$ cat config.mk
export PLATFORM = sky130hd
export DESIGN_NAME = retire_unit
export DESIGN_NICKNAME = d
export VERILOG_FILES = /design/src/rtl/mips_core_pkg.sv /design/src/rtl/retire_unit_al_entry_array.sv /design/src/rtl/retire_unit.sv
export SDC_FILE = /design/constraint.sdc
export NUM_CORES = 1
export LEC_CHECK = 0
export ABC_CLOCK_PERIOD_IN_PS = 12500
export BUFFER_PORTS_ARGS = -buffer_cell sky130_fd_sc_hd__buf_2
export CORE_MARGIN = 2
export CORE_UTILIZATION = 47
export CTS_BUF_LIST = sky130_fd_sc_hd__clkbuf_8
export DETAILED_ROUTE_END_ITERATION = 6
export PLACE_DENSITY = 0.74
export SYNTH_ARGS = -nofsm -noshare
export SYNTH_HDL_FRONTEND = slang
export SYNTH_HIERARCHICAL = 1
export SYNTH_SLANG_ARGS = --single-unit
$ cat constraint.sdc
create_clock -name clk -period 12.5 [get_ports clk]
set_input_delay 3.75 -clock clk [delete_from_list [all_inputs] [get_ports clk]]
set_output_delay 3.75 -clock clk [all_outputs]
set_load 0.02 [all_outputs]
$ cat src/rtl/mips_core_pkg.sv
// rtl/mips_core_pkg.sv - shared active-list types and register-index widths
package mips_core_pkg;

  localparam int PHYS_REG_W = 6;
  localparam int ARCH_REG_W = 5;

  typedef enum logic {
    RUN  = 1'b0,
    WALK = 1'b1
  } retire_state_e;

  typedef struct packed {
    logic                  valid;
    logic                  done;
    logic                  mp;
    logic                  has_dest;
    logic [ARCH_REG_W-1:0] arch;
    logic [PHYS_REG_W-1:0] new_phys;
    logic [PHYS_REG_W-1:0] old_phys;
  } al_entry_t;

endpackage

$ cat src/rtl/retire_unit_al_entry_array.sv
// rtl/retire_unit_al_entry_array.sv - active-list storage: dispatch write, completion set, valid clear
module al_entry_array
  import mips_core_pkg::*;
#(
  parameter int DEPTH = 32,
  parameter int IDX_W = 5
) (
  input  logic                  clk,
  input  logic                  rst_n,
  input  logic                  wr_en,
  input  logic [IDX_W-1:0]      wr_idx,
  input  logic                  wr_has_dest,
  input  logic [ARCH_REG_W-1:0] wr_arch,
  input  logic [PHYS_REG_W-1:0] wr_new_phys,
  input  logic [PHYS_REG_W-1:0] wr_old_phys,
  input  logic                  set_en,
  input  logic [IDX_W-1:0]      set_idx,
  input  logic                  set_mp,
  input  logic                  clr_en,
  input  logic [IDX_W-1:0]      clr_idx,
  input  logic [IDX_W-1:0]      rd_head_idx,
  output al_entry_t             rd_head,
  input  logic [IDX_W-1:0]      rd_tail_idx,
  output al_entry_t             rd_tail
);

  al_entry_t mem_q [DEPTH];
  al_entry_t mem_d [DEPTH];

  // Completions only land on live slots; a fresh dispatch always starts not-done.
  always_comb begin
    mem_d = mem_q;
    if (set_en && mem_q[set_idx].valid) begin
      mem_d[set_idx].done = 1'b1;
      mem_d[set_idx].mp   = set_mp;
    end
    if (clr_en) begin
      mem_d[clr_idx].valid = 1'b0;
    end
    if (wr_en) begin
      mem_d[wr_idx] = '{valid: 1'b1, done: 1'b0, mp: 1'b0, has_dest: wr_has_dest,
                        arch: wr_arch, new_phys: wr_new_phys, old_phys: wr_old_phys};
    end
  end

  always_ff @(posedge clk or negedge rst_n) begin
    if (!rst_n) begin
      for (int i = 0; i < DEPTH; i++) begin
        mem_q[i] <= '0;
      end
    end else begin
      mem_q <= mem_d;
    end
  end

  assign rd_head = mem_q[rd_head_idx];
  assign rd_tail = mem_q[rd_tail_idx];

endmodule

$ cat src/rtl/retire_unit.sv
// rtl/retire_unit.sv - in-order retire and mispredict walk-back for the active list
// Optional perf counters enabled by RETIRE_UNIT_PERF_CNT_EN.
module retire_unit
  import mips_core_pkg::*;
#(
  parameter int AL_DEPTH = 32,
  parameter int TAG_W    = 5,
  parameter int PHYS_W   = 6,
  parameter int ARCH_W   = 5
) (
  input  logic              clk,
  input  logic              rst_n,
  input  logic              disp_valid,
  output logic              disp_ready,
  input  logic              disp_has_dest,
  input  logic [ARCH_W-1:0] disp_arch_rd,
  input  logic [PHYS_W-1:0] disp_new_phys,
  input  logic [PHYS_W-1:0] disp_old_phys,
  output logic [TAG_W-1:0]  disp_tag,
  input  logic              cmpl_valid,
  input  logic [TAG_W-1:0]  cmpl_tag,
  input  logic              cmpl_mispredict,
  output logic              retire_valid,
  output logic [TAG_W-1:0]  retire_tag,
  output logic              free_valid,
  output logic [PHYS_W-1:0] free_phys,
  output logic              rmt_restore_valid,
  output logic [ARCH_W-1:0] rmt_restore_arch,
  output logic [PHYS_W-1:0] rmt_restore_phys,
  output logic              squash,
  output logic [TAG_W:0]    al_count,
  output logic [31:0]       perf_retired,
  output logic [31:0]       perf_squashed
);

  localparam logic [TAG_W:0] PTR_ONE = {{TAG_W{1'b0}}, 1'b1};
  localparam logic [TAG_W:0] PTR_FULL = (TAG_W+1)'(AL_DEPTH);

  retire_state_e state_q, state_d;
  logic [TAG_W:0] head_q, head_d, tail_q, tail_d;
  logic [TAG_W:0] count, tail_m1;
  al_entry_t head_e, tail_e;
  logic commit, commit_mp, full, disp_fire, walk_pop;

  logic              retire_valid_q, retire_valid_d;
  logic [TAG_W-1:0]  retire_tag_q, retire_tag_d;
  logic              free_valid_q, free_valid_d;
  logic [PHYS_W-1:0] free_phys_q, free_phys_d;
  logic              rmt_valid_q, rmt_valid_d;
  logic [ARCH_W-1:0] rmt_arch_q, rmt_arch_d;
  logic [PHYS_W-1:0] rmt_phys_q, rmt_phys_d;
  logic              squash_q, squash_d;

  assign count     = tail_q - head_q;
  assign tail_m1   = tail_q - PTR_ONE;
  assign full      = (count == PTR_FULL);
  assign commit    = (state_q == RUN) && head_e.valid && head_e.done;
  assign commit_mp = commit && head_e.mp;
  assign walk_pop  = (state_q == WALK);
  assign disp_ready = (state_q == RUN) && !full && !commit_mp;
  assign disp_fire = disp_valid && disp_ready;
  assign disp_tag  = tail_q[TAG_W-1:0];
  assign al_count  = count;

  al_entry_array #(.DEPTH(AL_DEPTH), .IDX_W(TAG_W)) u_array (
    .clk         (clk),
    .rst_n       (rst_n),
    .wr_en       (disp_fire),
    .wr_idx      (tail_q[TAG_W-1:0]),
    .wr_has_dest (disp_has_dest),
    .wr_arch     (disp_arch_rd),
    .wr_new_phys (disp_new_phys),
    .wr_old_phys (disp_old_phys),
    .set_en      (cmpl_valid && (state_q == RUN)),
    .set_idx     (cmpl_tag),
    .set_mp      (cmpl_mispredict),
    .clr_en      (commit || walk_pop),
    .clr_idx     (walk_pop ? tail_m1[TAG_W-1:0] : head_q[TAG_W-1:0]),
    .rd_head_idx (head_q[TAG_W-1:0]),
    .rd_head     (head_e),
    .rd_tail_idx (tail_m1[TAG_W-1:0]),
    .rd_tail     (tail_e)
  );

  logic unused_fields;
  assign unused_fields = ^{head_e.new_phys, head_e.arch, tail_e.valid, tail_e.done, tail_e.mp};

  always_comb begin
    state_d        = state_q;
    head_d         = head_q;
    tail_d         = tail_q;
    retire_valid_d = 1'b0;
    retire_tag_d   = '0;
    free_valid_d   = 1'b0;
    free_phys_d    = '0;
    rmt_valid_d    = 1'b0;
    rmt_arch_d     = '0;
    rmt_phys_d     = '0;
    squash_d       = 1'b0;
    if (disp_fire) begin
      tail_d = tail_q + PTR_ONE;
    end
    case (state_q)
      RUN: begin
        if (commit) begin
          head_d         = head_q + PTR_ONE;
          retire_valid_d = 1'b1;
          retire_tag_d   = head_q[TAG_W-1:0];
          if (head_e.has_dest) begin
            free_valid_d = 1'b1;
            free_phys_d  = head_e.old_phys;
          end
          // A mispredict with younger entries behind it must unwind them first.
          if (head_e.mp) begin
            squash_d = 1'b1;
            if (tail_q != head_q + PTR_ONE) begin
              state_d = WALK;
            end
          end
        end
      end
      WALK: begin
        tail_d = tail_m1;
        if (tail_e.has_dest) begin
          rmt_valid_d  = 1'b1;
          rmt_arch_d   = tail_e.arch;
          rmt_phys_d   = tail_e.old_phys;
          free_valid_d = 1'b1;
          free_phys_d  = tail_e.new_phys;
        end
        if (tail_m1 == head_q) begin
          state_d = RUN;
        end
      end
      default: ;
    endcase
  end

  always_ff @(posedge clk or negedge rst_n) begin
    if (!rst_n) begin
      state_q        <= RUN;
      head_q         <= '0;
      tail_q         <= '0;
      retire_valid_q <= 1'b0;
      retire_tag_q   <= '0;
      free_valid_q   <= 1'b0;
      free_phys_q    <= '0;
      rmt_valid_q    <= 1'b0;
      rmt_arch_q     <= '0;
      rmt_phys_q     <= '0;
      squash_q       <= 1'b0;
    end else begin
      state_q        <= state_d;
      head_q         <= head_d;
      tail_q         <= tail_d;
      retire_valid_q <= retire_valid_d;
      retire_tag_q   <= retire_tag_d;
      free_valid_q   <= free_valid_d;
      free_phys_q    <= free_phys_d;
      rmt_valid_q    <= rmt_valid_d;
      rmt_arch_q     <= rmt_arch_d;
      rmt_phys_q     <= rmt_phys_d;
      squash_q       <= squash_d;
    end
  end

  assign retire_valid      = retire_valid_q;
  assign retire_tag        = retire_tag_q;
  assign free_valid        = free_valid_q;
  assign free_phys         = free_phys_q;
  assign rmt_restore_valid = rmt_valid_q;
  assign rmt_restore_arch  = rmt_arch_q;
  assign rmt_restore_phys  = rmt_phys_q;
  assign squash            = squash_q;

`ifdef RETIRE_UNIT_PERF_CNT_EN
  logic [31:0] perf_retired_q, perf_retired_d, perf_squashed_q, perf_squashed_d;

  always_comb begin
    perf_retired_d  = perf_retired_q + {31'b0, commit};
    perf_squashed_d = perf_squashed_q + {31'b0, walk_pop};
  end

  always_ff @(posedge clk or negedge rst_n) begin
    if (!rst_n) begin
      perf_retired_q  <= '0;
      perf_squashed_q <= '0;
    end else begin
      perf_retired_q  <= perf_retired_d;
      perf_squashed_q <= perf_squashed_d;
    end
  end

  assign perf_retired  = perf_retired_q;
  assign perf_squashed = perf_squashed_q;
`else
  assign perf_retired  = '0;
  assign perf_squashed = '0;
`endif

endmodule
==> results of run 1 <==
[report_power, final]
| part | leakage, nW | switching (mW) | internal (mW) |
|---|---|---|---|
| Clock | 1.42 | 0.954 | 1.25 |
| Combinational | 8.07 | 2.40 | 2.42 |
| Sequential | 9.18 | 0.653 | 3.25 |
| Total | 18.7 | 4.01 | 6.93 |
[per-layer routing]
metal  GRT usage, %  vias to the layer above
li1               -                     9825
met1           36.0                    12300
met2           37.6                     1178
met3           7.39                      283
met4           10.4                        6
met5              0                        -
[sequential cells by signal, indices dropped and copies added (netlist names)]
name	count
free_phys	6
u_array/mem_q	672
rmt_restore_arch	5
squash	1
retire_tag	5
rmt_restore_valid	1
head_q	6
rmt_restore_phys	6
retire_valid	1
tail_q	6
state_q	1
free_valid	1
[metrics by stage]
stage	power, mW	cell area, um2	util [%]	setup slack, ns
finish	10.9	39100	51.6	4.08
global route	11.5	39100	51.6	3.76
CTS	10.9	39000	51.6	3.94
detailed placement	8.69	36500	48.2	4.74
global placement	8.55	36500	48.2	4.79
floorplan	7.41	36100	-	5.84
[layout make-up]
cell class                 count  share of cell area [%]
clock buffer                 152                    5.36
timing repair buffer         118                    1.94
clock inverter                55                    1.19
multi-input combinational   1835                    42.3
inverter                      49                   0.503
sequential                   711                    45.6
antenna                        2                  0.0128
tap                          978                    3.13
[tightest hold or removal path: cells and delay by family (launching register included)]
family,cells,cell delay [ns]
flip-flops,1,0.34
AND/OR/NAND/NOR,2,0.10
[final timing paths]
check                                      to               start  slack, ns
setup / recovery                   disp_ready           head_q[0]       4.08
hold / removal             u_array/mem_q[345]  u_array/mem_q[345]       0.47
setup reg to reg           u_array/mem_q[455]           head_q[0]       6.26
hold reg to reg            u_array/mem_q[345]  u_array/mem_q[345]       0.47
max in group asynchronous   u_array/mem_q[49]               rst_n       7.36
min in group asynchronous  u_array/mem_q[565]               rst_n       3.04
==> qor.txt, run 1 <==
outcome -> finished clean
wire length of the first global-routing pass -> 150 mm
Setup crit start kind -> flop
share of layout cells above drive strength 1 -> 35.9%
total CTS buffers -> 112
total standard cell area after synthesis -> 35,900 um2
transition at the pin with the smallest max-transition slack -> 1.12 ns
Clock Skews -> 0.0486 ns
Pins Over Slew Limit -> 0
Final setup viols -> 0
drt via density -> 6.05
Detailed Route Iter0 Violations -> 2,744
worst min path class -> reg -> reg
horizontal die dimension -> 280 um
vias in the first global route -> 23.9k
Detailed Route WL -> 99.0 mm
most common cell after layout, fill and taps aside -> dfrtp_1
DRC errors left -> 0
footprint of the flip-flops and latches -> 17,800 um2
crit path max fanout -> 37
average instance area after synthesis -> 12.5 um2
Worst EP required -> 8.75 ns
Skew-Pair Late Insertion Delay -> 0.76 ns
via total after detailed routing -> 23.6k
kind of critical path -> reg -> out
worst reg-to-reg path cell count -> 13
series of cell instances along the critical path -> buf_4 > buf_4 > mux4_2 > mux4_2 > mux2_2 > nand2_1 > nand2_1 > nor2_1 > buf_2
area of combinational cells with multiple inputs -> 16,500 um2
setup TNS -> 0 ns
number of cell rows -> 101
number of hold buffers added after CTS -> 0
YS warnings -> 6
Clock Sinks -> 711
number of port buffers -> 65
number of max-cap violations -> 0
Final Non-Filler Cells -> 3,900
clock transition time at the flip-flop clock pins of the worst setup and hold paths -> 0.06 ns
maximum clock insertion buffer count -> 3
Root Buffer Master -> clkbuf_8
minimum hold slack -> 0.469 ns
aggregate global-route resource usage -> 25.6%
area growth from synthesis to layout -> 8.89%
area of the placeable core -> 75,700 um2
fraction of the cycle the final worst path needs -> 67.4%
GR Overflow Total -> 0
number of antenna violations at the first check in global routing -> 7
worst rel slew slack -> 24.9%
synthesized instance count -> 2,865
H-tree levels -> 3
layout filler cell count -> 6,336
routed wl met3 -> 10.4 mm
setup bufs post-CTS -> 0
routed wirelength normalized by instance count -> 25.4 um
setup repair after global routing missed its margin -> no
worst path arrival time -> 4.67 ns
delay of the slowest cell on the worst path -> 0.75 ns
Critical path buffers and inverters -> 3
height of the chip -> 280 um
total routed wire length on the met1 layer -> 40.7 mm
post-detailed-route count of antenna-violating nets -> 0
HPWL reported at the end of detailed placement -> 59.6 mm
top routing layer used -> met5
family with the most delay on the worst path -> buffers and inverters
path length in cells of the critical path -> 9
gpl congestion -> 0.886
Fin. Hold Viols -> 0
num ports -> 130
crit path time final -> 8.42 ns
total die area -> 78,500 um2
Critical-path top delay cell -> buf_4
Critical Path End Type -> output pin
total power density per cell area -> 280 nW/um2
TritonCTS clock tree -> done
starting density of the core -> 47.4%
pin count of the biggest net entering global routing -> 184
post_cts resized -> 0
WL met2 -> 43.6 mm
maximum clock frequency -> 0.119 GHz
Final nets -> 2,864
number of cells on the worst hold path -> 2
first-pass iteration count of the detailed router -> 5
VDD IR max -> 0.157 mV
P_leak -> 18.7 nW
Placed Cells -> 3,691
top library cells by usage in the layout, fill and taps aside -> 708 x dfrtp_1, 687 x nand2_1, 425 x mux2_2
(Power assumes the default switching activity.)
==> run 2, diff against run 1 <==
ABC_CLOCK_PERIOD_IN_PS = 8200   (was 12500)
clock period = 8.2 ns   (was 12.5 ns; I/O delays follow)
==> run 2 against run 1 <==
Effect of this change: first-iteration DRC count decreased by 0.33%; count of clock-buffer cells in the layout unchanged; via count increased by 0.70%; setup slack got worse by 2.3 ns; clock power increased by 43%; power increased by 51%; register-to-register slack got worse by 3.6 ns; critical path depth decreased by 1; critical endpoint unchanged; largest cell class unchanged; largest power group unchanged.
==> qor.txt, run 2 (synthesis results as in run 1) <==
TritonCTS clock tree -> done
num ports -> 130 (unchanged)
HPWL reported at the end of detailed placement -> 58.7 mm (-1.5%)
delay of the slowest cell on the worst path -> 0.78 ns (+0.03 ns)
P_leak -> 18.6 nW (-0.15%)
clock transition time at the flip-flop clock pins of the worst setup and hold paths -> 0.06 ns (about the same)
met1 Use GR -> 36.3% (+0.29 points)
Worst EP required -> 5.74 ns (-3.01 ns)
horizontal die dimension -> 280 um (unchanged)
Clock Sinks -> 711 (unchanged)
maximum clock frequency -> 0.155 GHz
Final nets -> 2,866 (+0.070%)
series of cell instances along the critical path -> buf_4 > mux4_2 > mux4_2 > mux2_2 > nand2_1 > nand2_1 > nor2_1 > buf_2
share of layout cells above drive strength 1 -> 35.1% (-0.81 points)
worst min path class -> reg -> reg
Clock Skews -> 0.0624 ns (+0.0139 ns)
Final setup viols -> 0 (unchanged)
most common cell after layout, fill and taps aside -> dfrtp_1
drt via density -> 6.10 (+0.78%)
gpl congestion -> 0.874 (-1.4%)
post_cts resized -> 0 (unchanged)
setup bufs post-CTS -> 0 (unchanged)
area of the placeable core -> 75,700 um2 (unchanged)
Fin. Hold Viols -> 0 (unchanged)
Global Route met3 Usage -> 6.50% (-0.90 points)
number of hold buffers added after CTS -> 0 (unchanged)
Setup crit start kind -> flop
layout filler cell count -> 6,317 (-0.30%)
setup slack at placement -> 2.46 ns (-2.28 ns)
grt met2 use -> 38.5% (+0.91 points)
Top reg by flops -> u_array/mem_q
Critical-path top delay cell -> dfrtp_4
post-detailed-route count of antenna-violating nets -> 0 (unchanged)
gr busiest metal -> met2
kind of critical path -> reg -> out
wire length of the first global-routing pass -> 151 mm (+0.39%)
crit path max fanout -> 27 (-27%)
GR Overflow Total -> 0 (unchanged)
vias in the first global route -> 23.9k (-0.034%)
height of the chip -> 280 um (unchanged)
setup repair after global routing missed its margin -> no
top library cells by usage in the layout, fill and taps aside -> 708 x dfrtp_1, 688 x nand2_1, 425 x mux2_2
via total after detailed routing -> 23.8k (+0.70%)
Worst Setup Slack, final -> 1.76 ns (-2.32 ns)
pin count of the biggest net entering global routing -> 175 (-4.9%)
VDD IR max -> 0.393 mV (+150%)
maximum clock insertion buffer count -> 3 (unchanged)
aggregate global-route resource usage -> 25.7% (+0.11 points)
total CTS buffers -> 115 (+2.7%)
H-tree levels -> 3 (unchanged)
DRC errors left -> 0 (unchanged)
transition at the pin with the smallest max-transition slack -> 1.13 ns (+0.00786 ns)
outcome -> finished clean
number of port buffers -> 65 (unchanged)
Detailed Route WL -> 99.6 mm (+0.65%)
Skew-Pair Late Insertion Delay -> 0.75 ns (about the same)
number of antenna violations at the first check in global routing -> 8 (+1)
flip-flop count of the largest register, all copies and words added -> 672 (unchanged)
Pins Over Slew Limit -> 0 (unchanged)
total die area -> 78,500 um2 (unchanged)
Critical Path End Type -> output pin
area growth from synthesis to layout -> 8.50%
total power density per cell area -> 424 nW/um2 (+51%)
number of cell rows -> 101 (unchanged)
worst rel slew slack -> 24.4% (-0.53 points)
first-pass iteration count of the detailed router -> 6 (+1)
fraction of the cycle the final worst path needs -> 78.5%
setup TNS -> 0 ns (unchanged)
Critical path buffers and inverters -> 2 (-1)
family with the most delay on the worst path -> multiplexers
crit path time final -> 6.44 ns
number of max-cap violations -> 0 (unchanged)
worst path arrival time -> 3.98 ns (-0.69 ns)
routed wirelength normalized by instance count -> 25.6 um (+0.73%)
Detailed Route Iter0 Violations -> 2,735 (-0.33%)
starting density of the core -> 47.4% (unchanged)
Root Buffer Master -> clkbuf_8
## run 2: cell types whose count changed in the layout (fill, tap and decap cells not counted), sizes merged
cell,change
clkinvlp,-1
diode,+1
bufinv,-6
buf,-1
clkinv,-18
inv,+22
## run 2: routing by layer
metal	up-vias	share of wire [%]
li1	9851	-
met1	12400	40
met2	1256	45
met3	255	11
met4	10	3.9
met5	-	0.062
## run 2: path summary, 6_finish.rpt
path / endpoint / slack [ns] / from / cells after the start
worst max-delay path: disp_ready / 1.76 / head_q[0] / 8
max in group asynchronous: u_array/mem_q[132] / 4.80 / rst_n / 2
worst min register to register: u_array/mem_q[351] / 0.47 / u_array/mem_q[351] / 2
min in group asynchronous: u_array/mem_q[293] / 1.79 / rst_n / 1
worst max register to register: u_array/mem_q[496] / 2.69 / head_q[0] / 11
worst min-delay path: u_array/mem_q[351] / 0.47 / u_array/mem_q[351] / 2
## run 2: power breakdown
| group | switching (mW) | internal, mW |
|---|---|---|
| clock | 1.43 | 1.71 |
| combinational | 3.69 | 3.71 |
| sequential | 1.01 | 4.96 |
| total | 6.13 | 10.4 |
## run 2: area by class of cell
| class | instances | area (um2) | area share [%] |
|---|---|---|---|
| Multi-Input combinational cell | 1835 | 16500 | 42.4 |
| Inverter | 49 | 196 | 0.505 |
| Clock inverter | 52 | 294 | 0.756 |
| Clock buffer | 152 | 2090 | 5.38 |
| Tap cell | 978 | 1220 | 3.14 |
| Timing Repair Buffer | 117 | 788 | 2.03 |
| Sequential cell | 711 | 17800 | 45.7 |
| Antenna cell | 3 | 7.51 | 0.0193 |
## run 2: stage by stage
stage | instance area [um2] | power (mW) | util, % | cells | hold slack (ns)
finish | 38900 | 16.5 | 51.4 | 3897 | 0.470
global route | 38900 | 17.3 | 51.4 | 3896 | 0.494
CTS | 38900 | 16.4 | 51.4 | 3894 | 0.474
detailed placement | 36500 | 13.3 | 48.2 | 3690 | 0.458
global placement | 36500 | 13.1 | 48.2 | 3690 | 0.453
floorplan | 36100 | 11.3 | - | 2928 | 0.441
## run 2: worst min-delay path, delay by kind of cell (launching register included)
family	cells	cell delay, ns
and+or+nand+nor	2	0.10
DFF	1	0.34
==> run 3, diff against run 2 <==
ABC_CLOCK_PERIOD_IN_PS = 6100   (was 8200)
clock period = 6.1 ns   (was 8.2 ns; I/O delays follow)
==> run 3 against run 2 <==
Effect of this change: sequential cell count did not move; critical path type unchanged; clock skew fell by 0.013 ns; cell count rose by 1.3%; setup slack got worse by 1.6 ns; via count rose by 0.19%; power rose by 36%; non-clock buffer count rose by 37; global-route usage rose by 0.41 points; largest cell class unchanged; sequential share of layout area fell by 0.53 points; largest power group unchanged; register-to-register slack got worse by 1.9 ns; hold slack improved by 0.0012 ns; combinational power rose by 35%.
==> qor.txt, run 3 (synthesis results as in run 1) <==
number of cells on the worst hold path -> 2 (unchanged)
WL met2 -> 46.1 mm (+2.5%)
Skew-Pair Late Insertion Delay -> 0.76 ns (about the same)
worst rel slew slack -> 31.9% (+7.5 points)
worst reg2reg path endpoint -> u_array/mem_q[123]
number of max-cap violations -> 0 (unchanged)
total CTS buffers -> 118 (+2.6%)
routed wirelength normalized by instance count -> 25.4 um (-0.53%)
Clock Sinks -> 711 (unchanged)
horizontal die dimension -> 280 um (unchanged)
area growth from synthesis to layout -> 9.77%
num ports -> 130 (unchanged)
worst path arrival time -> 4.07 ns (+0.09 ns)
share of layout cells above drive strength 1 -> 36.0% (+0.88 points)
flip-flop count of the largest register, all copies and words added -> 672 (unchanged)
GR Overflow Total -> 0 (unchanged)
Root Buffer Master -> clkbuf_8
setup repair after global routing missed its margin -> no
P_leak -> 18.9 nW (+1.4%)
cell-internal power -> 14.1 mW (+36%)
Detailed Route WL -> 100 mm (+0.72%)
worst min path class -> reg -> reg
total routed wire length on the met1 layer -> 39.2 mm (-2.5%)
HPWL reported at the end of detailed placement -> 62.8 mm (+6.9%)
Fin. Hold Viols -> 0 (unchanged)
starting density of the core -> 47.4% (unchanged)
Pins Over Slew Limit -> 0 (unchanged)
area of the placeable core -> 75,700 um2 (unchanged)
outcome -> finished clean
H-tree levels -> 3 (unchanged)
crit path time final -> 5.90 ns
Critical Path End Type -> output pin
total power density per cell area -> 571 nW/um2 (+35%)
Setup crit start kind -> flop
aggregate global-route resource usage -> 26.2% (+0.41 points)
fraction of the cycle the final worst path needs -> 96.7%
terminating pin of the worst hold path -> u_array/mem_q[132]
post-detailed-route count of antenna-violating nets -> 0 (unchanged)
most common cell after layout, fill and taps aside -> dfrtp_1
portion of total power attributed to sequential cells -> 35.9% (-0.3 points)
routed wl met3 -> 10.4 mm (-0.91%)
Clock Skews -> 0.0495 ns (-0.0129 ns)
number of cell rows -> 101 (unchanged)
TritonCTS clock tree -> done
Detailed Route Iter0 Violations -> 2,668 (-2.4%)
crit path max fanout -> 58 (+110%)
maximum clock frequency -> 0.170 GHz
gpl congestion -> 0.884 (+1.2%)
Top reg by flops -> u_array/mem_q
top routing layer used -> met5
via total after detailed routing -> 23.8k (+0.19%)
power dissipated by switching net loads -> 8.36 mW (+36%)
vias in the first global route -> 24.4k (+2.3%)
top library cells by usage in the layout, fill and taps aside -> 708 x dfrtp_1, 692 x nand2_1, 425 x mux2_2
Post-Place Cell Area -> 36,800 um2 (+0.88%)
kind of critical path -> reg -> out
Final nets -> 2,906 (+1.4%)
pin count of the biggest net entering global routing -> 109 (-38%)
transition at the pin with the smallest max-transition slack -> 1.02 ns (-0.110 ns)
Worst EP required -> 4.27 ns (-1.47 ns)
drt via density -> 6.04 (-1.1%)
switch share -> 37.2% (about the same)
maximum clock insertion buffer count -> 3 (unchanged)
Reg2Reg Setup Slack -> 0.75 ns (-1.94 ns)
minimum hold slack -> 0.471 ns (+0.00119 ns)
Final Cell Area -> 39,400 um2 (+1.2%)
VDD IR max -> 0.428 mV (+9.0%)
wire length of the first global-routing pass -> 154 mm (+2.1%)
clock transition time at the flip-flop clock pins of the worst setup and hold paths -> 0.06 ns (about the same)
first-pass iteration count of the detailed router -> 6 (unchanged)
total die area -> 78,500 um2 (unchanged)
number of port buffers -> 65 (unchanged)
DRC errors left -> 0 (unchanged)
Min-Delay Startpoint -> u_array/mem_q[132]
combinational group share of total power -> 44.5% (-0.3 points)
Final setup viols -> 0 (unchanged)
setup TNS -> 0 ns (unchanged)
clock network power share -> 19.6% (+0.6 points)
height of the chip -> 280 um (unchanged)
worst reg-to-reg path cell count -> 14 (+3)
number of antenna violations at the first check in global routing -> 6 (-2)
Worst R2R Start -> head_q[1]
[run 3: layer usage]
layer | vias up | GRT usage (%)
li1 | 9926 | -
met1 | 12400 | 34.6
met2 | 1200 | 39.9
met3 | 284 | 8.08
met4 | 8 | 11.5
met5 | - | 0
[run 3: timing repair]
item / 4_1_cts / 5_1_grt
resized for setup: 0 / 1
setup endpoints to repair: 0 / 1
hold buffers: 0 / 0
setup buffers: 0 / 0
[run 3: stage by stage]
stage | instances | power (mW) | setup WS, ns | utilization [%]
2_1_floorplan | 2928 | 15.2 | 1.36 | -
3_3_place_gp | 3727 | 17.7 | 1.05 | 48.7
3_5_place_dp | 3727 | 18.0 | 0.990 | 48.7
4_1_cts | 3945 | 22.4 | 0.183 | 52.0
5_1_grt | 3946 | 23.6 | 0.0783 | 52.0
6_report | 3946 | 22.5 | 0.203 | 52.0
[run 3: worst max path at each step]
stage               slack [ns]      start    endpoint
floorplan                 1.36  head_q[1]  disp_ready
global placement          1.05  head_q[0]  disp_ready
detailed placement        0.99  head_q[0]  disp_ready
CTS                       0.18  head_q[0]  disp_ready
global route              0.08  head_q[1]  disp_ready
finish                    0.20  head_q[1]  disp_ready
[run 3: power by group through the flow]
stage / Sequential, mW / Clock [mW] / Combinational (mW)
after CTS: 8.03 / 4.48 / 9.89
after global routing: 8.30 / 4.70 / 10.6
after floorplan: 7.54 / 0 / 7.64
after global placement: 8.01 / 0 / 9.70
final: 8.08 / 4.41 / 10.0
after detailed placement: 8.10 / 0 / 9.86
[run 3: final cells by class]
class	instances	area [um2]
diodes	1	2.50
clock buffers	155	2130
clock inverters	63	390
fillers	6228	36300
inverters	49	196
multi-input cells	1835	16500
flip-flops and latches	711	17800
well taps	978	1220
repair buffers	154	1140
[run 3: critical path: stages (launching register included)]
cell     delay, ns
dfrtp_4       1.02
mux4_2        0.42
mux4_2        0.52
mux2_2        0.28
nand2_1       0.25
nor2_2        0.15
nand2_1       0.18
nand2_1       0.09
nor2_1        0.12
buf_2         0.19
